===== src/rtl/aes_usb_pkg.sv =====
`default_nettype none
// ============================================================================
//  Module      : aes_usb_pkg
//  Description : Shared block geometry and assembler FSM state encoding.
//  Revision    : 1.0  initial release
// ============================================================================
package aes_usb_pkg;

    localparam int BLOCK_BYTES = 16;
    localparam int BLOCK_BITS  = 128;

    typedef enum logic [1:0] {
        FILL = 2'd0,
        PAD  = 2'd1,
        HOLD = 2'd2
    } state_t;

endpackage
`default_nettype wire


===== src/rtl/idle_timer.sv =====
`default_nettype none
// ============================================================================
//  Module      : idle_timer
//  Description : Saturating idle counter with synchronous clear and a
//                terminal-count flag raised when the count equals MAX_COUNT.
//  Revision    : 1.0  initial release
// ============================================================================
module idle_timer #(
    parameter int MAX_COUNT = 4095
) (
    input  logic clk,
    input  logic rst,
    input  logic i_clear,
    input  logic i_enable,
    output logic o_terminal
);

    localparam int c_CNT_W = (MAX_COUNT < 1) ? 1 : $clog2(MAX_COUNT + 1);

    logic [c_CNT_W-1:0] r_count;
    logic               w_at_max;

    assign w_at_max   = (r_count == c_CNT_W'(MAX_COUNT));
    assign o_terminal = w_at_max;

    // Count idle cycles; clear wins, and the count sticks at its ceiling.
    always_ff @(posedge clk or posedge rst) begin
        if (rst) begin
            r_count <= '0;
        end else if (i_clear) begin
            r_count <= '0;
        end else if (i_enable && !w_at_max) begin
            r_count <= r_count + c_CNT_W'(1);
        end
    end

endmodule
`default_nettype wire


===== src/rtl/plain_block_assembler.sv =====
`default_nettype none
// ============================================================================
//  Module      : plain_block_assembler
//  Description : Packs bytes from a show-ahead FIFO into 128-bit AES blocks,
//                first byte in the top lane, and holds each block until the
//                core acknowledges it.
//                Build macro PLAIN_PAD_EN enables PKCS#7 padding of partial
//                blocks on flush or after IDLE_TIMEOUT idle cycles.
//  Revision    : 1.0  initial release
// ============================================================================
module plain_block_assembler
    import aes_usb_pkg::*;
#(
    parameter int IDLE_TIMEOUT = 4095
) (
    input  logic                  clk,
    input  logic                  rst,
    input  logic                  rx_empty,
    input  logic [7:0]            rx_data,
    output logic                  rx_r_enable,
    input  logic                  flush,
    output logic [BLOCK_BITS-1:0] block_data,
    output logic                  block_valid,
    input  logic                  block_ack,
    output logic [4:0]            byte_count,
    output logic                  padded
);

    state_t                r_state;
    state_t                w_next_state;
    logic [BLOCK_BITS-1:0] r_block_data;
    logic [BLOCK_BITS-1:0] w_next_data;
    logic [4:0]            r_byte_count;
    logic [4:0]            w_next_count;
    logic                  r_run;
    logic                  w_pad_trigger;
    logic                  w_pop;
    logic                  w_wr_en;
    logic [7:0]            w_wr_byte;

`ifdef PLAIN_PAD_EN
    logic       r_padded;
    logic       w_next_padded;
    logic [7:0] r_pad_value;
    logic [7:0] w_next_pad_value;
    logic       w_timeout;

    idle_timer #(
        .MAX_COUNT (IDLE_TIMEOUT)
    ) u_idle_timer (
        .clk        (clk),
        .rst        (rst),
        .i_clear    (w_pop || (r_byte_count == 5'd0)),
        .i_enable   (r_state == FILL),
        .o_terminal (w_timeout)
    );

    // Only a partially filled block can be closed early.
    assign w_pad_trigger = (r_state == FILL) && (r_byte_count != 5'd0) &&
                           (flush || w_timeout);
    assign padded        = r_padded;
`else
    logic w_unused_cfg;

    assign w_unused_cfg  = flush ^ (IDLE_TIMEOUT != 0);
    assign w_pad_trigger = 1'b0;
    assign padded        = 1'b0;
`endif

    // Pops are held off until the first edge after reset is released,
    // so no pop can ever be issued while rst is asserted.
    assign w_pop       = r_run && (r_state == FILL) && !rx_empty && !w_pad_trigger;
    assign rx_r_enable = w_pop;
    assign block_valid = (r_state == HOLD);
    assign block_data  = r_block_data;
    assign byte_count  = r_byte_count;

    // Enable pops once reset has been released for one clock.
    always_ff @(posedge clk or posedge rst) begin
        if (rst) begin
            r_run <= 1'b0;
        end else begin
            r_run <= 1'b1;
        end
    end

    // Next-state, byte placement and block release decisions.
    always_comb begin
        w_next_state = r_state;
        w_next_data  = r_block_data;
        w_next_count = r_byte_count;
        w_wr_en      = 1'b0;
        w_wr_byte    = rx_data;
`ifdef PLAIN_PAD_EN
        w_next_padded    = r_padded;
        w_next_pad_value = r_pad_value;
`endif
        case (r_state)
            FILL: begin
                if (w_pad_trigger) begin
                    w_next_state = PAD;
`ifdef PLAIN_PAD_EN
                    w_next_pad_value = 8'(BLOCK_BYTES) - {3'b000, r_byte_count};
`endif
                end else if (w_pop) begin
                    w_wr_en      = 1'b1;
                    w_next_count = r_byte_count + 5'd1;
                    if (r_byte_count == 5'(BLOCK_BYTES - 1)) begin
                        w_next_state = HOLD;
                    end
                end
            end
`ifdef PLAIN_PAD_EN
            PAD: begin
                w_wr_en      = 1'b1;
                w_wr_byte    = r_pad_value;
                w_next_count = r_byte_count + 5'd1;
                if (r_byte_count == 5'(BLOCK_BYTES - 1)) begin
                    w_next_state  = HOLD;
                    w_next_padded = 1'b1;
                end
            end
`endif
            HOLD: begin
                if (block_ack) begin
                    w_next_state = FILL;
                    w_next_data  = '0;
                    w_next_count = 5'd0;
`ifdef PLAIN_PAD_EN
                    w_next_padded = 1'b0;
`endif
                end
            end
            default: begin
                w_next_state = FILL;
            end
        endcase

        if (w_wr_en) begin
            for (int i = 0; i < BLOCK_BYTES; i++) begin
                if (r_byte_count == 5'(i)) begin
                    w_next_data[BLOCK_BITS-1-8*i -: 8] = w_wr_byte;
                end
            end
        end
    end

    // State and block registers; reset discards any partial block.
    always_ff @(posedge clk or posedge rst) begin
        if (rst) begin
            r_state      <= FILL;
            r_block_data <= '0;
            r_byte_count <= 5'd0;
`ifdef PLAIN_PAD_EN
            r_padded     <= 1'b0;
            r_pad_value  <= 8'd0;
`endif
        end else begin
            r_state      <= w_next_state;
            r_block_data <= w_next_data;
            r_byte_count <= w_next_count;
`ifdef PLAIN_PAD_EN
            r_padded     <= w_next_padded;
            r_pad_value  <= w_next_pad_value;
`endif
        end
    end

endmodule
`default_nettype wire


===== config.mk =====
export PLATFORM = sky130hd
export DESIGN_NAME = plain_block_assembler
export DESIGN_NICKNAME = d
export VERILOG_FILES = /design/src/rtl/aes_usb_pkg.sv /design/src/rtl/idle_timer.sv /design/src/rtl/plain_block_assembler.sv
export SDC_FILE = /design/constraint.sdc
export NUM_CORES = 1
export LEC_CHECK = 0
export ABC_CLOCK_PERIOD_IN_PS = 13800
export CAP_MARGIN = 20
export CORE_UTILIZATION = 30
export CTS_BUF_LIST = sky130_fd_sc_hd__clkbuf_8
export DETAILED_ROUTE_END_ITERATION = 6
export GPL_TIMING_DRIVEN = 0
export PLACE_DENSITY = 0.52
export REMOVE_ABC_BUFFERS = 1
export SYNTH_ARGS = -nofsm -noshare
export SYNTH_HDL_FRONTEND = slang
export SYNTH_SLANG_ARGS = --single-unit

===== constraint.sdc =====
create_clock -name clk -period 13.8 [get_ports clk]
set_input_delay 4.14 -clock clk [delete_from_list [all_inputs] [get_ports clk]]
set_output_delay 4.14 -clock clk [all_outputs]
set_load 0.01 [all_outputs]

* Yosys cells after proc, flatten, opt, wreduce, memory -nomap -nowiden *
Index checks and enable logic that the tools add are counted.

word-level totals
  bits in registers = 136
  input bits = 13
  output and inout bits = 136
  logic and storage cells = 60

cells by class
  add/sub/neg operators = 1
  eq/ne operators = 19
  mux-type cells = 28
  reductions and logical operators = 8

operators by type and width
  cell                                                    count
  two-way mux 128 bit                                     3
  two-way mux 8 bit                                       16
  equality test 5 x 4 -> 1 bit (second input constant)    8
  equality test 5 x 3 -> 1 bit (second input constant)    4
  equality test 5 x 2 -> 1 bit (second input constant)    2
  two-way mux 5 bit                                       2
  one-hot mux 5 bit (2 select lines)                      1
  two-way mux 2 bit                                       3
  AND reduction 3 bit                                     2
  adder 5 x 1 -> 5 bit (second input constant)            1
  equality test 5 x 1 -> 1 bit (second input constant)    1
  logical NOT 5 bit                                       1
  inequality test 2 x 1 -> 1 bit (second input constant)  2
  one-hot mux 2 bit (2 select lines)                      1
  equality test 2 bit (second input constant)             1
  logical AND 1 bit                                       2
  logical NOT 2 bit                                       1
  two-way mux 1 bit                                       2
  inequality test 2 bit (second input constant)           1
  nonzero test 2 bit                                      1
  logical NOT 1 bit                                       1

* Depth between registers and ports, before layout *
  word-level depth = 6
  mapped depth = 8
  mapped depth without buffers = 6

* Worst setup path before layout *
No wires, ideal clock.

  path kind = input-to-output
  start = in rx_empty
  end = out rx_r_enable
  data arrival time = 4723 ps
  required time = 9660 ps
  path slack = 4937 ps
  stages = 3
  buffers on the path = 1
  cells stage by stage = or3b_1 buf_6 clkinv_4

on the way
  longest elaborated chain between the ends = 2

RTL lines
  item                RTL line                     RTL
  start: declaration  plain_block_assembler.sv:18  input logic rx_empty,
  logical NOT 1 bit   plain_block_assembler.sv:72  assign w_pop = r_run && (r_state == FILL) && !rx_empty && !w_pad_trigger;
  logical AND 1 bit   plain_block_assembler.sv:72
  end: declaration    plain_block_assembler.sv:20  output logic rx_r_enable,

Every way passes these cells.

* Worst setup path in the final report *
Ends and elaborated chain as after synthesis.

==> metrics.yaml <==
run_status:
  status: "completed"
clocking:
  post_cts_buffers: 0
  cts_hold_buf: 0
  cts_tree: "done"
  cts.sink_count: 135
  h-tree-depth: 4
  clk_pin_slew_worst_paths_ns: 0.07
  clock_latency_ns: 0.44
  cts-root-buf: "clkbuf_8"
  cts_inserted_buffers: 17
  cts.path.max_buffers: 2
  postCtsResizedCells: 0
detailed_routing:
  top_layer_used: "met4"
  antenna_left: 0
  m1WireLength_mm: 7.31
  vias: 4000
  drtPass1Iterations: 5
  wire_per_inst_um: 17.8
  drcViolationCount: 0
  dr_wl_met2_mm: 7.25
  wl_mm: 15.6
  drt-initial-drc-count: 196
  met3_length_um: 762
  viasPerCell: 4.58
timing:
  slew_viol_final: 0
  fin_skew_ns: 0.00819
  finalHoldViolations: 0
  worst_pin_slew_ns: 1.03
  setup_viol: 0
  finalCritPeriodShare: 0.726
  max_slew_margin: 0.312
  rsz0062_at_grt: "no"
  tns_ns: 0
  fin_crit_ns: 10.01
  fmax_ghz: 0.0999
placement:
  io_buffers: 146
  place_area_um2: 7400
  placed_cells: 841
  dp_hpwl_mm: 9.83
  gp_congestion: 0.717
global_routing:
  overflow: 0
  grt_usage: 0.166
  grt_pass1_wl_mm: 24.3
  grt_pass1_vias: 4230
  grt_max_degree: 92
  antenna_found_initial: 0
critical_path:
  critPathMaxStageDelay_ns: 0.57
  r2r_slack_ns: 11.41
  r2r_cells: 3
  start_kind: "input port"
  crit_arrival_ns: 5.87
  reg2reg_to: "block_data[23]$_DFF_PP0_"
  r2r-start: "r_state[1]$_DFFE_PP0P_"
  worstPathRequired_ns: 9.66
  cp_cell_sequence: "clkdlybuf4s50_1, or3b_1, clkinv_4, clkdlybuf4s50_1"
  cp-end-kind: "output port"
  crit_path_frequent_cell: "clkdlybuf4s50_1"
  worstPathMaxFanout: 7
  critPathKind: "in2out"
  critPathSlowestCell: "clkdlybuf4s50_1"
power:
  ir_drop_v: 0.0000725
  leakage_nw: 3.74
  switchingPower_w: 0.000543
  p_comb_frac: 0.393
  power_density_nw_per_um2: 209
  switching_share: 0.332
  internal_power_w: 0.00109
  p_clk_frac: 0.204
  seq_power_share: 0.403
synth:
  ys_seq_area_frac: 0.589
  synth_cells: 493
  synth_area_um2: 5740
  ys_types: 27
  ys_ff_latch: 135
  synth_warnings: 0
  synth.avg_cell_area_um2: 11.6
cells_and_area:
  finish.instance_area_um2: 7810
  diodes: 0
  final_cell_count_no_fill: 873
  area_delta_synth_final_pct: 36.0
  final_layout_size_suffix_gt1_frac: 0.0736
  finish.net_count: 644
min_path:
  hold_path_depth: 2
  worstHoldEndpoint: "block_data[98]$_DFF_PP0_"
  min_from: "block_data[98]$_DFF_PP0_"
  hp-class: "reg2reg"
floorplan:
  start_util: 0.307
  fp.dieH_um: 140
  core_um2: 18700
  ioPinCount: 149
  fp.dieW_um: 140
  dieArea_um2: 19700
  num_rows: 50
run:
  maxCapViolCount: 0
-- worst max-delay path by stage --
| stage | start | to | slack, ns | depth (start not counted) |
|---|---|---|---|---|
| after floorplan | rx_empty | rx_r_enable | 4.89 | 2 |
| after global placement | rx_empty | rx_r_enable | 3.79 | 4 |
| after detailed placement | rx_empty | rx_r_enable | 3.77 | 4 |
| after CTS | rx_empty | rx_r_enable | 3.77 | 4 |
| after global routing | rx_empty | rx_r_enable | 3.74 | 4 |
| final | rx_empty | rx_r_enable | 3.79 | 4 |
-- cells by family (layout without fill, tap and decap cells) --
family | after synthesis | after routing | synth area share
simple gates | 169 | 169 | 0.137
flops | 135 | 135 | 0.589
compound gates | 11 | 11 | 0.0100
fa+ha+maj | 5 | 5 | 0.0109
mux | 122 | 122 | 0.213
other cells | 2 | 2 | 0.00131
buf+inv | 49 | 195 | 0.0397
-- cell usage in the layout, fill, tap and decap left out --
cell,synthesis,routed
a21o_1,1,1
and3_1,6,6
and4_1,2,2
buf_16,0,2
buf_4,7,1
bufinv_16,0,2
clkbuf_8,0,20
clkdlybuf4s50_1,0,146
clkinv_2,0,2
clkinv_4,1,2
clkinvlp_4,0,6
conb_1,2,2
dfrtp_1,135,135
ha_1,5,5
inv_1,13,13
inv_6,0,1
mux2i_1,122,122
nand2_1,142,141
nand2_4,0,1
nand3_1,3,3
nand3_2,4,4
nand4_1,1,1
nand4_4,3,3
nand4b_1,1,1
nor2_1,1,1
nor2_4,1,1
nor2b_1,2,2
nor4b_2,1,1
nor4bb_2,0,1
o21ai_0,10,10
or3b_1,1,1
-- per-layer routing --
metal / vias up / GRT usage
li1: 1885 / -
met1: 1994 / 0.220
met2: 103 / 0.260
met3: 18 / 0.0444
met4: 0 / 0.0596
met5: - / 0
-- cell usage after synthesis --
library cell  number  area, um2
buf_6              1       11.3
buf_1              1       3.75
nor4bb_1           1       10.0
or3b_1             1       8.76
buf_2              4       20.0
clkbuf_1          22       82.6
inv_1             13       48.8
a21o_1             1       7.51
nor2b_1            2       12.5
nor4b_2            1       15.0
nand4b_1           1       8.76
and4_1             2       17.5
dfrtp_1          135       3380
mux2i_1          122       1220
conb_1             2       7.51
nand3_2            4       40.0
o21ai_0           10       50.1
nor2_4             1       11.3
nand4_4            3       63.8
nand2_1          142        533
buf_4              7       52.6
clkinv_4           1       8.76
nor2_1             1       3.75
nand4_1            1       6.26
and3_1             6       37.5
nand3_1            3       15.0
ha_1               5       62.6
-- state kept, by name (all words and copies together) (netlist names) --
name        flops
block_data    128
byte_count      5
r_run           1
r_state         1
-- through the flow --
| stage | hold WS (ns) | total power [W] | utilization | worst slack (ns) |
|---|---|---|---|---|
| after floorplan | 0.554 | 0.000912 | - | 4.89 |
| after global placement | 0.511 | 0.00130 | 0.391 | 3.79 |
| after detailed placement | 0.515 | 0.00132 | 0.396 | 3.77 |
| after CTS | 0.529 | 0.00166 | 0.417 | 3.77 |
| after global routing | 0.549 | 0.00174 | 0.417 | 3.74 |
| final | 0.525 | 0.00164 | 0.417 | 3.79 |
-- cell type report --
class                      instances  area [um2]
clock inverter                    12         128
multi-input combinational        309        2150
inverter                          14        62.6
timing repair buffer             149        1520
clock buffer                      20         275
tap                              234         293
sequential                       135        3380
fill                            1810       10900
-- critical path: cells and delay by family --
family / cells / cell delay [ns]
buffers and inverters: 3 / 1.19
and+or+nand+nor: 1 / 0.53
-- power groups by stage --
stage	clock, W	combinational (W)	sequential (W)
after floorplan	0	0.000186	0.000726
after global placement	0	0.000636	0.000662
final	0.000334	0.000643	0.000659
after global routing	0.000360	0.000697	0.000680
after CTS	0.000346	0.000653	0.000662
after detailed placement	0	0.000651	0.000666
(Power assumes the default switching activity.)
